## config.mk

```make
export PLATFORM = sky130hd
export DESIGN_NAME = mem_access_stage_flat
export DESIGN_NICKNAME = d
export VERILOG_FILES = /design/src/rtl/mem_access_stage_pkg.sv /design/src/rtl/mem_access_stage_if.sv /design/src/rtl/mem_access_stage_fsm.sv /design/src/rtl/mem_access_stage.sv /design/src/flat_wrapper.sv
export SDC_FILE = /design/constraint.sdc
export NUM_CORES = 1
export LEC_CHECK = 0
export BUFFER_PORTS_ARGS = -buffer_cell sky130_fd_sc_hd__buf_2
export CORE_UTILIZATION = 50
export DETAILED_ROUTE_END_ITERATION = 6
export PLACE_DENSITY = 0.86
export REMOVE_ABC_BUFFERS = 1
export SYNTH_ARGS = -nofsm -noshare
export SYNTH_HDL_FRONTEND = slang
export SYNTH_HIERARCHICAL = 1
export SYNTH_SLANG_ARGS = --single-unit
```

## constraint.sdc

```tcl
create_clock -name clk -period 3.17 [get_ports clk]
set_input_delay 0.951 -clock clk [delete_from_list [all_inputs] [get_ports clk]]
set_output_delay 0.951 -clock clk [all_outputs]
set_load 0.02 [all_outputs]
```

## src/rtl/mem_access_stage_pkg.sv

```systemverilog
// Shared types for the EX/MEM stage and its data-memory handshake.
// Optional MEM_TIMEOUT_EN adds the ACCESS abort path.
package mem_access_stage_pkg;

  typedef enum logic [1:0] {
    ST_IDLE   = 2'd0,
    ST_ACCESS = 2'd1,
    ST_RESP   = 2'd2
  } memState_t;

  localparam logic [31:0] TIMEOUT_FILL = 32'hDEADBEEF;

  typedef struct packed {
    logic        regWrite;
    logic        memToReg;
    logic        memRead;
    logic        memWrite;
    logic [31:0] execOut;
    logic [31:0] writeData;
    logic [4:0]  writeReg;
  } exMem_t;

endpackage

```

## src/rtl/mem_access_stage_if.sv

```systemverilog
// Data-memory req/ack port between the EX/MEM stage and memory.
// Address, data and direction are held stable while mem_req is high.
interface mem_access_stage_if;
  logic        mem_req;
  logic        mem_we;
  logic [31:0] mem_addr;
  logic [31:0] mem_wdata;
  logic        mem_ack;
  logic [31:0] mem_rdata;

  modport master (
    output mem_req, mem_we, mem_addr, mem_wdata,
    input  mem_ack, mem_rdata
  );

  modport slave (
    input  mem_req, mem_we, mem_addr, mem_wdata,
    output mem_ack, mem_rdata
  );
endinterface

```

## src/rtl/mem_access_stage_fsm.sv

```systemverilog
// IDLE/ACCESS/RESP handshake controller for the EX/MEM stage.
// MEM_TIMEOUT_EN adds a wait counter that aborts a stuck access.
module mem_handshake_fsm
  import mem_access_stage_pkg::*;
#(
  parameter int TIMEOUT_CYCLES = 16
) (
  input  logic      clk,
  input  logic      reset,
  input  logic      memOp,
  input  logic      ack,
  output memState_t state,
  output logic      memReq,
  output logic      stall,
  output logic      timeoutHit,
  output logic      memError
);

  memState_t nextState;

`ifdef MEM_TIMEOUT_EN
  localparam logic [7:0] LAST = 8'(TIMEOUT_CYCLES - 1);

  logic [7:0] waitCnt;
  logic       errReg;

  // Counter rests at zero outside ACCESS, so it is clear on every entry.
  always_ff @(posedge clk or negedge reset) begin
    if (!reset) begin
      waitCnt <= '0;
      errReg  <= 1'b0;
    end else begin
      waitCnt <= (state == ST_ACCESS) ? waitCnt + 8'd1 : '0;
      errReg  <= timeoutHit;
    end
  end

  assign memError = errReg;
`else
  logic unusedCfg;
  assign unusedCfg = ^32'(TIMEOUT_CYCLES);
  assign memError  = 1'b0;
`endif

  always_ff @(posedge clk or negedge reset) begin
    if (!reset) state <= ST_IDLE;
    else        state <= nextState;
  end

  always_comb begin
    nextState  = state;
    memReq     = 1'b0;
    stall      = 1'b0;
    timeoutHit = 1'b0;
    unique case (state)
      ST_ACCESS: begin
        memReq = 1'b1;
        stall  = 1'b1;
        if (ack) begin
          nextState = ST_RESP;
`ifdef MEM_TIMEOUT_EN
        end else if (waitCnt == LAST) begin
          nextState  = ST_RESP;
          timeoutHit = 1'b1;
`endif
        end
      end
      ST_IDLE, ST_RESP: begin
        nextState = memOp ? ST_ACCESS : ST_IDLE;
      end
      default: nextState = ST_IDLE;
    endcase
  end

endmodule

```

## src/rtl/mem_access_stage.sv

```systemverilog
// EX/MEM pipeline register plus data-memory access stage.
// Define MEM_TIMEOUT_EN to abort ACCESS after TIMEOUT_CYCLES.
module mem_access_stage
  import mem_access_stage_pkg::*;
#(
  parameter int TIMEOUT_CYCLES = 16
) (
  input  logic                clk,
  input  logic                reset,
  input  logic                RegWrite_EX,
  input  logic                MemToReg_EX,
  input  logic                MemRead_EX,
  input  logic                MemWrite_EX,
  input  logic [31:0]         execution_out_EX,
  input  logic [31:0]         WriteData_EX,
  input  logic [4:0]          WriteReg_EX,
  mem_access_stage_if.master  mem,
  output logic                stall_MEM,
  output logic                RegWrite_MEM,
  output logic                MemToReg_MEM,
  output logic [31:0]         execution_out_MEM,
  output logic [31:0]         ReadData_MEM,
  output logic [4:0]          WriteReg_MEM,
  output logic                mem_error
);

  exMem_t    stg;
  memState_t state;
  logic      memReq;
  logic      timeoutHit;
  logic      inAccess;
  logic      readAck;

  mem_handshake_fsm #(
    .TIMEOUT_CYCLES (TIMEOUT_CYCLES)
  ) u_fsm (
    .clk        (clk),
    .reset      (reset),
    .memOp      (MemRead_EX | MemWrite_EX),
    .ack        (mem.mem_ack),
    .state      (state),
    .memReq     (memReq),
    .stall      (stall_MEM),
    .timeoutHit (timeoutHit),
    .memError   (mem_error)
  );

  always_ff @(posedge clk or negedge reset) begin
    if (!reset) begin
      stg <= '0;
    end else if (!stall_MEM) begin
      stg <= '{
        regWrite:  RegWrite_EX,
        memToReg:  MemToReg_EX,
        memRead:   MemRead_EX,
        memWrite:  MemWrite_EX,
        execOut:   execution_out_EX,
        writeData: WriteData_EX,
        writeReg:  WriteReg_EX
      };
    end
  end

  assign inAccess = (state == ST_ACCESS);
  // Read+write together behaves as a store, so no load data.
  assign readAck  = inAccess & mem.mem_ack
                  & stg.memRead & ~stg.memWrite;

  always_ff @(posedge clk or negedge reset) begin
    if (!reset)          ReadData_MEM <= '0;
    else if (readAck)    ReadData_MEM <= mem.mem_rdata;
    else if (timeoutHit) ReadData_MEM <= TIMEOUT_FILL;
  end

  assign mem.mem_req   = memReq;
  assign mem.mem_we    = stg.memWrite;
  assign mem.mem_addr  = stg.execOut;
  assign mem.mem_wdata = stg.writeData;

  assign RegWrite_MEM      = stg.regWrite & ~inAccess & ~mem_error;
  assign MemToReg_MEM      = stg.memToReg & ~inAccess;
  assign execution_out_MEM = stg.execOut;
  assign WriteReg_MEM      = stg.writeReg;

endmodule

```

## src/flat_wrapper.sv

```systemverilog
// flat-port wrapper written by rule: the top's interface ports become plain ports
module mem_access_stage_flat import mem_access_stage_pkg::*;
#(
  parameter int TIMEOUT_CYCLES = 16
)
  (clk, reset, RegWrite_EX, MemToReg_EX, MemRead_EX, MemWrite_EX, execution_out_EX, WriteData_EX, WriteReg_EX, stall_MEM, RegWrite_MEM, MemToReg_MEM, execution_out_MEM, ReadData_MEM, WriteReg_MEM, mem_error, mem_mem_req, mem_mem_we, mem_mem_addr, mem_mem_wdata, mem_mem_ack, mem_mem_rdata);
  mem_access_stage_if mem_i ();
  input  logic clk;
  input  logic reset;
  input  logic RegWrite_EX;
  input  logic MemToReg_EX;
  input  logic MemRead_EX;
  input  logic MemWrite_EX;
  input  logic [31:0] execution_out_EX;
  input  logic [31:0] WriteData_EX;
  input  logic [4:0] WriteReg_EX;
  output logic stall_MEM;
  output logic RegWrite_MEM;
  output logic MemToReg_MEM;
  output logic [31:0] execution_out_MEM;
  output logic [31:0] ReadData_MEM;
  output logic [4:0] WriteReg_MEM;
  output logic mem_error;
  output wire logic [$bits(mem_i.mem_req)-1:0] mem_mem_req;
  output wire logic [$bits(mem_i.mem_we)-1:0] mem_mem_we;
  output wire logic [$bits(mem_i.mem_addr)-1:0] mem_mem_addr;
  output wire logic [$bits(mem_i.mem_wdata)-1:0] mem_mem_wdata;
  input wire logic [$bits(mem_i.mem_ack)-1:0] mem_mem_ack;
  input wire logic [$bits(mem_i.mem_rdata)-1:0] mem_mem_rdata;
  assign mem_mem_req = mem_i.mem_req;
  assign mem_mem_we = mem_i.mem_we;
  assign mem_mem_addr = mem_i.mem_addr;
  assign mem_mem_wdata = mem_i.mem_wdata;
  assign mem_i.mem_ack = mem_mem_ack;
  assign mem_i.mem_rdata = mem_mem_rdata;
  mem_access_stage #(.TIMEOUT_CYCLES(TIMEOUT_CYCLES)) u_core (.clk(clk), .reset(reset), .RegWrite_EX(RegWrite_EX), .MemToReg_EX(MemToReg_EX), .MemRead_EX(MemRead_EX), .MemWrite_EX(MemWrite_EX), .execution_out_EX(execution_out_EX), .WriteData_EX(WriteData_EX), .WriteReg_EX(WriteReg_EX), .mem(mem_i), .stall_MEM(stall_MEM), .RegWrite_MEM(RegWrite_MEM), .MemToReg_MEM(MemToReg_MEM), .execution_out_MEM(execution_out_MEM), .ReadData_MEM(ReadData_MEM), .WriteReg_MEM(WriteReg_MEM), .mem_error(mem_error));
endmodule
```

==> flow_summary.toml, run 1 <==
[cells_and_area]
fin_area_sq_um = 5790
final_net_count = 648
drive_above_1_share_pct = 50.0
fin_cells = 677
utilization_pct = 59.5
syn_to_final_growth_pct = 15.6
diodes = 0

[yosys]
synth-seq-cells = 107
synth_top_area_share_pct = 53.5
ys_seq_area_share_pct = 53.5
synth_area_sq_um = 5010
avgSynthCellArea_sq_um = 12.6
post-synth-top-area-cell = "dfrtp_1"
netlist_instances = 397
synth_cell_types = 17
synthTopCellsByArea = "dfrtp_1 (53%), mux2_1 (17%), buf_4 (16%)"
ys_warn_count = 6

[power_and_ir_drop]
p_per_area_nw_per_um2 = 667
design_power_total_uw = 3860
ir_drop_mv = 0.370
power_leakage_uw = 0.00289

[worst_setup_path]
ff2ff_path_depth = 3
end_kind = "output port"
start_kind = "flip-flop"
worstSetupPathType = "flip-flop to output port"
required_ns = 2.22
r2r_end = "u_core/mem.mem_wdata[2]"
crit_start = "u_core/u_fsm/state[1]"
critical_path.max_fanout = 3
reg2reg_from = "u_core/u_fsm/state[0]"
r2r_slack_ns = 1.15
arrival_ns = 1.30

[placed_design]
placed_area_sq_um = 5600
dp_hpwl_um = 7220
dp_cells = 662
place.gp.congestion = 0.715
place.port_buffers = 245

[sta]
setup_viol = 0
report.final.hold_viol_count = 0
drv_slew = 0
period_share_pct = 70.9
max_slew_margin_pct = 39.8
finalCriticalPeriod_ns = 2.25
fin_worst_skew_ns = 0.0118
timing.fmax_ghz = 0.445
worst_slew_pin_slew_ns = 0.902
rsz0062_at_grt = "false"
whs_ns = 0.490

[routing]
drcViolationCount = 0
drt_iter0_markers = 48
vias = 3091
avgRoutedWirePerCell_um = 14.1
drt-total-wl_um = 9580
antenna_left = 0
dr.pass1.iters = 4
viasPerCell = 4.57

[cts]
hold_buffers = 0
cts_root_buf = "clkbuf_8"
clock_sinks = 107
clock_path_buffers = 2
cts_setup_buffers = 0
cts_buffers = 9
cts.clk_slew.worst_paths_ns = 0.09
h-tree-depth = 3
tritoncts = "done"
postCtsResizedCells = 0
worstSkewPairLatency_ns = 0.36

[floorplan]
initial_core_util_pct = 51.5
die_w_um = 102
num_rows = 36
dieHeight_um = 102
dieArea_sq_um = 10400
coreArea_sq_um = 9730
ioPinCount = 247

[flow_run]
maxCapViolCount = 0

[global_route]
grt_use_total_pct = 18.5
grt_pass1_vias = 3176
overflow = 0
grt_pass1_wl_um = 14700
grt_max_degree = 71
antenna_found_initial = 0

[run_status]
status = "finished clean"

[worst_hold_path]
hold_end = "u_core/mem.mem_wdata[24]"
hold_class = "flip-flop to flip-flop"
min_from = "u_core/mem.mem_wdata[24]"
whs_path_depth = 1
## logic make-up (layout without fill, tap and decap cells)
kind of cell / count (synthesis) / after routing / synth area share (%)
DFF: 107 / 107 / 53.5
and+or+nand+nor: 41 / 41 / 4.27
buffers and inverters: 142 / 288 / 18.9
muxes: 106 / 106 / 23.2
other: 1 / 2 / 0.0749
## Yosys cell counts (all sizes together)
cell,count
buf,118
dfrtp,107
mux2,82
nor2,25
inv,24
mux2i,24
nor2b,9
and2,2
and3b,1
conb,1
nand2,1
nand2b,1
nor3,1
or2,1
## cells in the final DEF, fill, tap and decap left out, types with 2 or more instances in the layout
cell type	count
clkbuf_8	11
mux2_2	6
and2_1	2
clkbuf_1	2
conb_1	2
mux2_1	76
mux2i_1	24
buf_4	4
nor2b_1	8
dfrtp_1	107
inv_1	24
nor2_1	25
buf_2	244
## worst max-delay path, stage by stage, from the launching register on
cell	delay, ns
dfrtp_1	0.44
nand2b_4	0.19
and3b_1	0.16
buf_2	0.15
## state kept, by name (all words and copies together), names as in the netlist
name,count
u_core/execution_out_MEM,32
u_core/ReadData_MEM,32
u_core/mem.mem_we,1
u_core/mem.mem_wdata,32
u_core/WriteReg_MEM,5
u_core/u_fsm/state,2
u_core/stg,3
## report_power, final
part	internal, uW	switching [uW]	leakage [uW]
Combinational	480	784	0.00159
Sequential	1610	151	0.00120
Clock	405	428	0.0000995
## worst max path at each step
stage                              to  slack (ns)  cells past startpoint
2_1_floorplan             mem_mem_req       -0.47                      1
3_3_place_gp   u_core/ReadData_MEM[4]        0.99                      5
3_5_place_dp   u_core/ReadData_MEM[8]        0.96                      5
4_1_cts                     stall_MEM        0.88                      2
5_1_grt                     stall_MEM        0.84                      2
6_report                 RegWrite_MEM        0.92                      3
## routing by layer
layer | up-vias | track usage [%] | routed length, um
li1 | 1457 | - | -
met1 | 1486 | 19.7 | 3710
met2 | 133 | 34.9 | 5100
met3 | 15 | 4.10 | 603
met4 | 0 | 8.13 | 162
met5 | - | 0 | 0
## layout make-up
type | count | area, sq um
Inverter | 24 | 90.1
Fill cell | 806 | 3940
Sequential cell | 107 | 2680
Clock inverter | 2 | 35.0
Tap cell | 133 | 166
Multi-Input combinational cell | 149 | 1390
Clock buffer | 13 | 159
Timing Repair Buffer | 249 | 1270
## through the flow
stage	setup TNS, ns	worst slack, ns
floorplan	-4.74	-0.469
global placement	0	0.990
detailed placement	0	0.963
CTS	0	0.877
global route	0	0.836
finish	0	0.924
(Power assumes the default switching activity.)
==> inputs of run 2 (changes only) <==
--- a/config.mk
+++ b/config.mk
@@ -5,10 +5,11 @@
 export SDC_FILE = /design/constraint.sdc
 export NUM_CORES = 1
 export LEC_CHECK = 0
+export ABC_AREA = 1
 export BUFFER_PORTS_ARGS = -buffer_cell sky130_fd_sc_hd__buf_2
-export CORE_UTILIZATION = 50
+export CORE_UTILIZATION = 47
 export DETAILED_ROUTE_END_ITERATION = 6
-export PLACE_DENSITY = 0.86
+export PLACE_DENSITY = 0.81
 export REMOVE_ABC_BUFFERS = 1
 export SYNTH_ARGS = -nofsm -noshare
 export SYNTH_HDL_FRONTEND = slang
==> constraint.sdc (replaced) <==
create_clock -name clk -period 2.3 [get_ports clk]
set_input_delay 0.69 -clock clk [delete_from_list [all_inputs] [get_ports clk]]
set_output_delay 0.69 -clock clk [all_outputs]
set_load 0.02 [all_outputs]
==> flow_summary.toml, run 2 <==
[run_status]
status = "finished clean"

[global_route]
antenna_found_initial = 0
grt_pass1_vias = 3420
use_met2_pct = 32.2
grt_use_total_pct = 17.7
grtUsageMet3_pct = 4.29
use_met1_pct = 20.3
grt_busiest_layer = "met2"
overflow = 0
grt_max_degree = 108
grt_pass1_wl_um = 15800

[worst_setup_path]
critical_path.max_fanout = 6
required_ns = 1.61
end_kind = "output port"
worst_path_largest_cell_delay_ns = 0.41
critPathSlowestCell = "dfrtp_1"
start_kind = "flip-flop"
worstSetupPathType = "flip-flop to output port"
crit_chain = "inv_1, nand2_1, inv_2, buf_2"
arrival_ns = 1.26

[yosys]
netlist_instances = 479
synth_top_family_by_area = "buffers and inverters"
synth-seq-cells = 107
synthFlopType = "dfrtp_1"
synth_area_sq_um = 5130
ys_seq_area_share_pct = 52.2
synth_compound_area_share_pct = 0.293
synth-edff-count = 0
avgSynthCellArea_sq_um = 10.7
synthTopCellsByArea = "dfrtp_1 (52%), buf_4 (16%), mux2_2 (7.9%)"
synthTopCellsByCount = "buf_4 (107), dfrtp_1 (107), nand2_1 (97), mux2_2 (36), inv_1 (35)"
synthAdderAreaFrac_pct = 0
async_reset_ff_share_pct = 100
synthXorXnorAreaFrac_pct = 0
ys_warn_count = 6
synth_cell_types = 19
synth_top_area_share_pct = 52.2
post-synth-top-area-cell = "dfrtp_1"
synthSimpleGateAreaFrac_pct = 11.4
synthMuxAreaShare_pct = 15.4

[routing]
antenna_left = 0
vias = 3497
dr.pass1.iters = 4
drt_iter0_markers = 120
avgRoutedWirePerCell_um = 13.7
drt-total-wl_um = 10400
viasPerCell = 4.60
drcViolationCount = 0

[placed_design]
place.port_buffers = 245
place.gp.congestion = 0.726
dp_slack_ns = 0.631
placed_area_sq_um = 5670
dp_hpwl_um = 7780

[cts]
cts.clk_slew.worst_paths_ns = 0.09
cts_setup_buffers = 0
postCtsResizedCells = 0
h-tree-depth = 3
clock_path_buffers = 2
cts_buffers = 9
hold_buffers = 0
cts_root_buf = "clkbuf_8"
tritoncts = "done"
clock_sinks = 107
worstSkewPairLatency_ns = 0.35

[sta]
max_slew_margin_pct = 62.7
setup_viol = 0
worst_slew_pin_slew_ns = 0.559
finalWorstSetupSlack_ns = 0.355
rsz0062_at_grt = "false"
report.final.hold_viol_count = 0
timing.fmax_ghz = 0.514
fin_worst_skew_ns = 0.0113
period_share_pct = 84.6
drv_slew = 0
finalCriticalPeriod_ns = 1.95

[cells_and_area]
n_fill_cell = 937
utilization_pct = 56.1
drive_above_1_share_pct = 49.5
syn_to_final_growth_pct = 14.4
ff_latch_area_sq_um = 2680
final_net_count = 727
multi_input_area_sq_um = 1400
fin_area_sq_um = 5870
final_common_cell = "buf_2"
diodes = 0
final_cell_mix = "buf_2 (244), dfrtp_1 (107), nand2_1 (97), mux2_2 (36)"

[floorplan]
die_w_um = 106
dieHeight_um = 106
num_rows = 37
coreArea_sq_um = 10500
ioPinCount = 247
dieArea_sq_um = 11300
initial_core_util_pct = 49.0

[power_and_ir_drop]
design_power_total_uw = 8090
ir_drop_mv = 0.757
power_leakage_uw = 0.00316
p_per_area_nw_per_um2 = 1380

[worst_hold_path]
hold_class = "input port to async pin"

[flow_run]
maxCapViolCount = 0
## run 2: cell types whose count changed after synthesis, moves of 8 or more
cell,before,now
mux2_2,6,36
nor2b_1,8,0
nand2_1,1,97
inv_1,24,35
mux2i_1,24,0
nand3_1,0,34
mux2_1,76,34
nor2_1,25,3
## run 2: worst max-delay path, delay by kind of cell (launching register included)
| kind | cells | cell delay [ns] |
|---|---|---|
| buf+inv | 3 | 0.40 |
| flops | 1 | 0.41 |
| simple gates | 1 | 0.09 |
## run 2: area by class of cell
| class | count | share of cell area, % |
|---|---|---|
| repair buffers | 251 | 21.9 |
| clock buffers | 12 | 2.64 |
| well taps | 136 | 2.90 |
| inverters | 36 | 2.30 |
| clock inverters | 4 | 0.831 |
| multi-input cells | 214 | 23.8 |
| flip-flops and latches | 107 | 45.6 |
## run 2: path summary, 6_finish.rpt
check / slack [ns] / from / to / depth (start not counted)
hold reg to reg: 0.49 / u_core/mem.mem_wdata[15] / u_core/mem.mem_wdata[15] / 1
setup reg to reg: 0.69 / u_core/u_fsm/state[1] / u_core/mem.mem_wdata[4] / 5
max in group asynchronous: 1.48 / reset / u_core/ReadData_MEM[21] / 2
min in group clk: 0.49 / u_core/mem.mem_wdata[15] / u_core/mem.mem_wdata[15] / 1
setup / recovery: 0.35 / u_core/u_fsm/state[1] / stall_MEM / 4
hold / removal: 0.38 / reset / u_core/mem.mem_wdata[17] / 2
## run 2: power by group
group,switching (uW),internal (uW)
clock,594,562
combinational,2410,1440
sequential,452,2630
## run 2: layer usage
| layer | part of all wire (%) | up-vias |
|---|---|---|
| met4 | 1.0 | 0 |
| met2 | 53 | 160 |
| met5 | 0 | - |
| li1 | - | 1675 |
| met3 | 6.9 | 10 |
| met1 | 39 | 1652 |
## run 2: cell families (layout without fill, tap and decap cells)
group | after synthesis | after routing
buffers and inverters | 159 | 303
other | 1 | 2
flip-flops | 107 | 107
AO/OA/AOI/OAI | 3 | 3
AND/OR/NAND/NOR | 139 | 139
multiplexers | 70 | 70
## run 2: per-stage QoR
step | setup TNS, ns | cells | hold slack [ns]
after floorplan | -34.37 | 357 | 0.394
after global placement | 0 | 744 | 0.468
after detailed placement | 0 | 744 | 0.476
after CTS | 0 | 760 | 0.408
after global routing | 0 | 760 | 0.422
final | 0 | 760 | 0.380
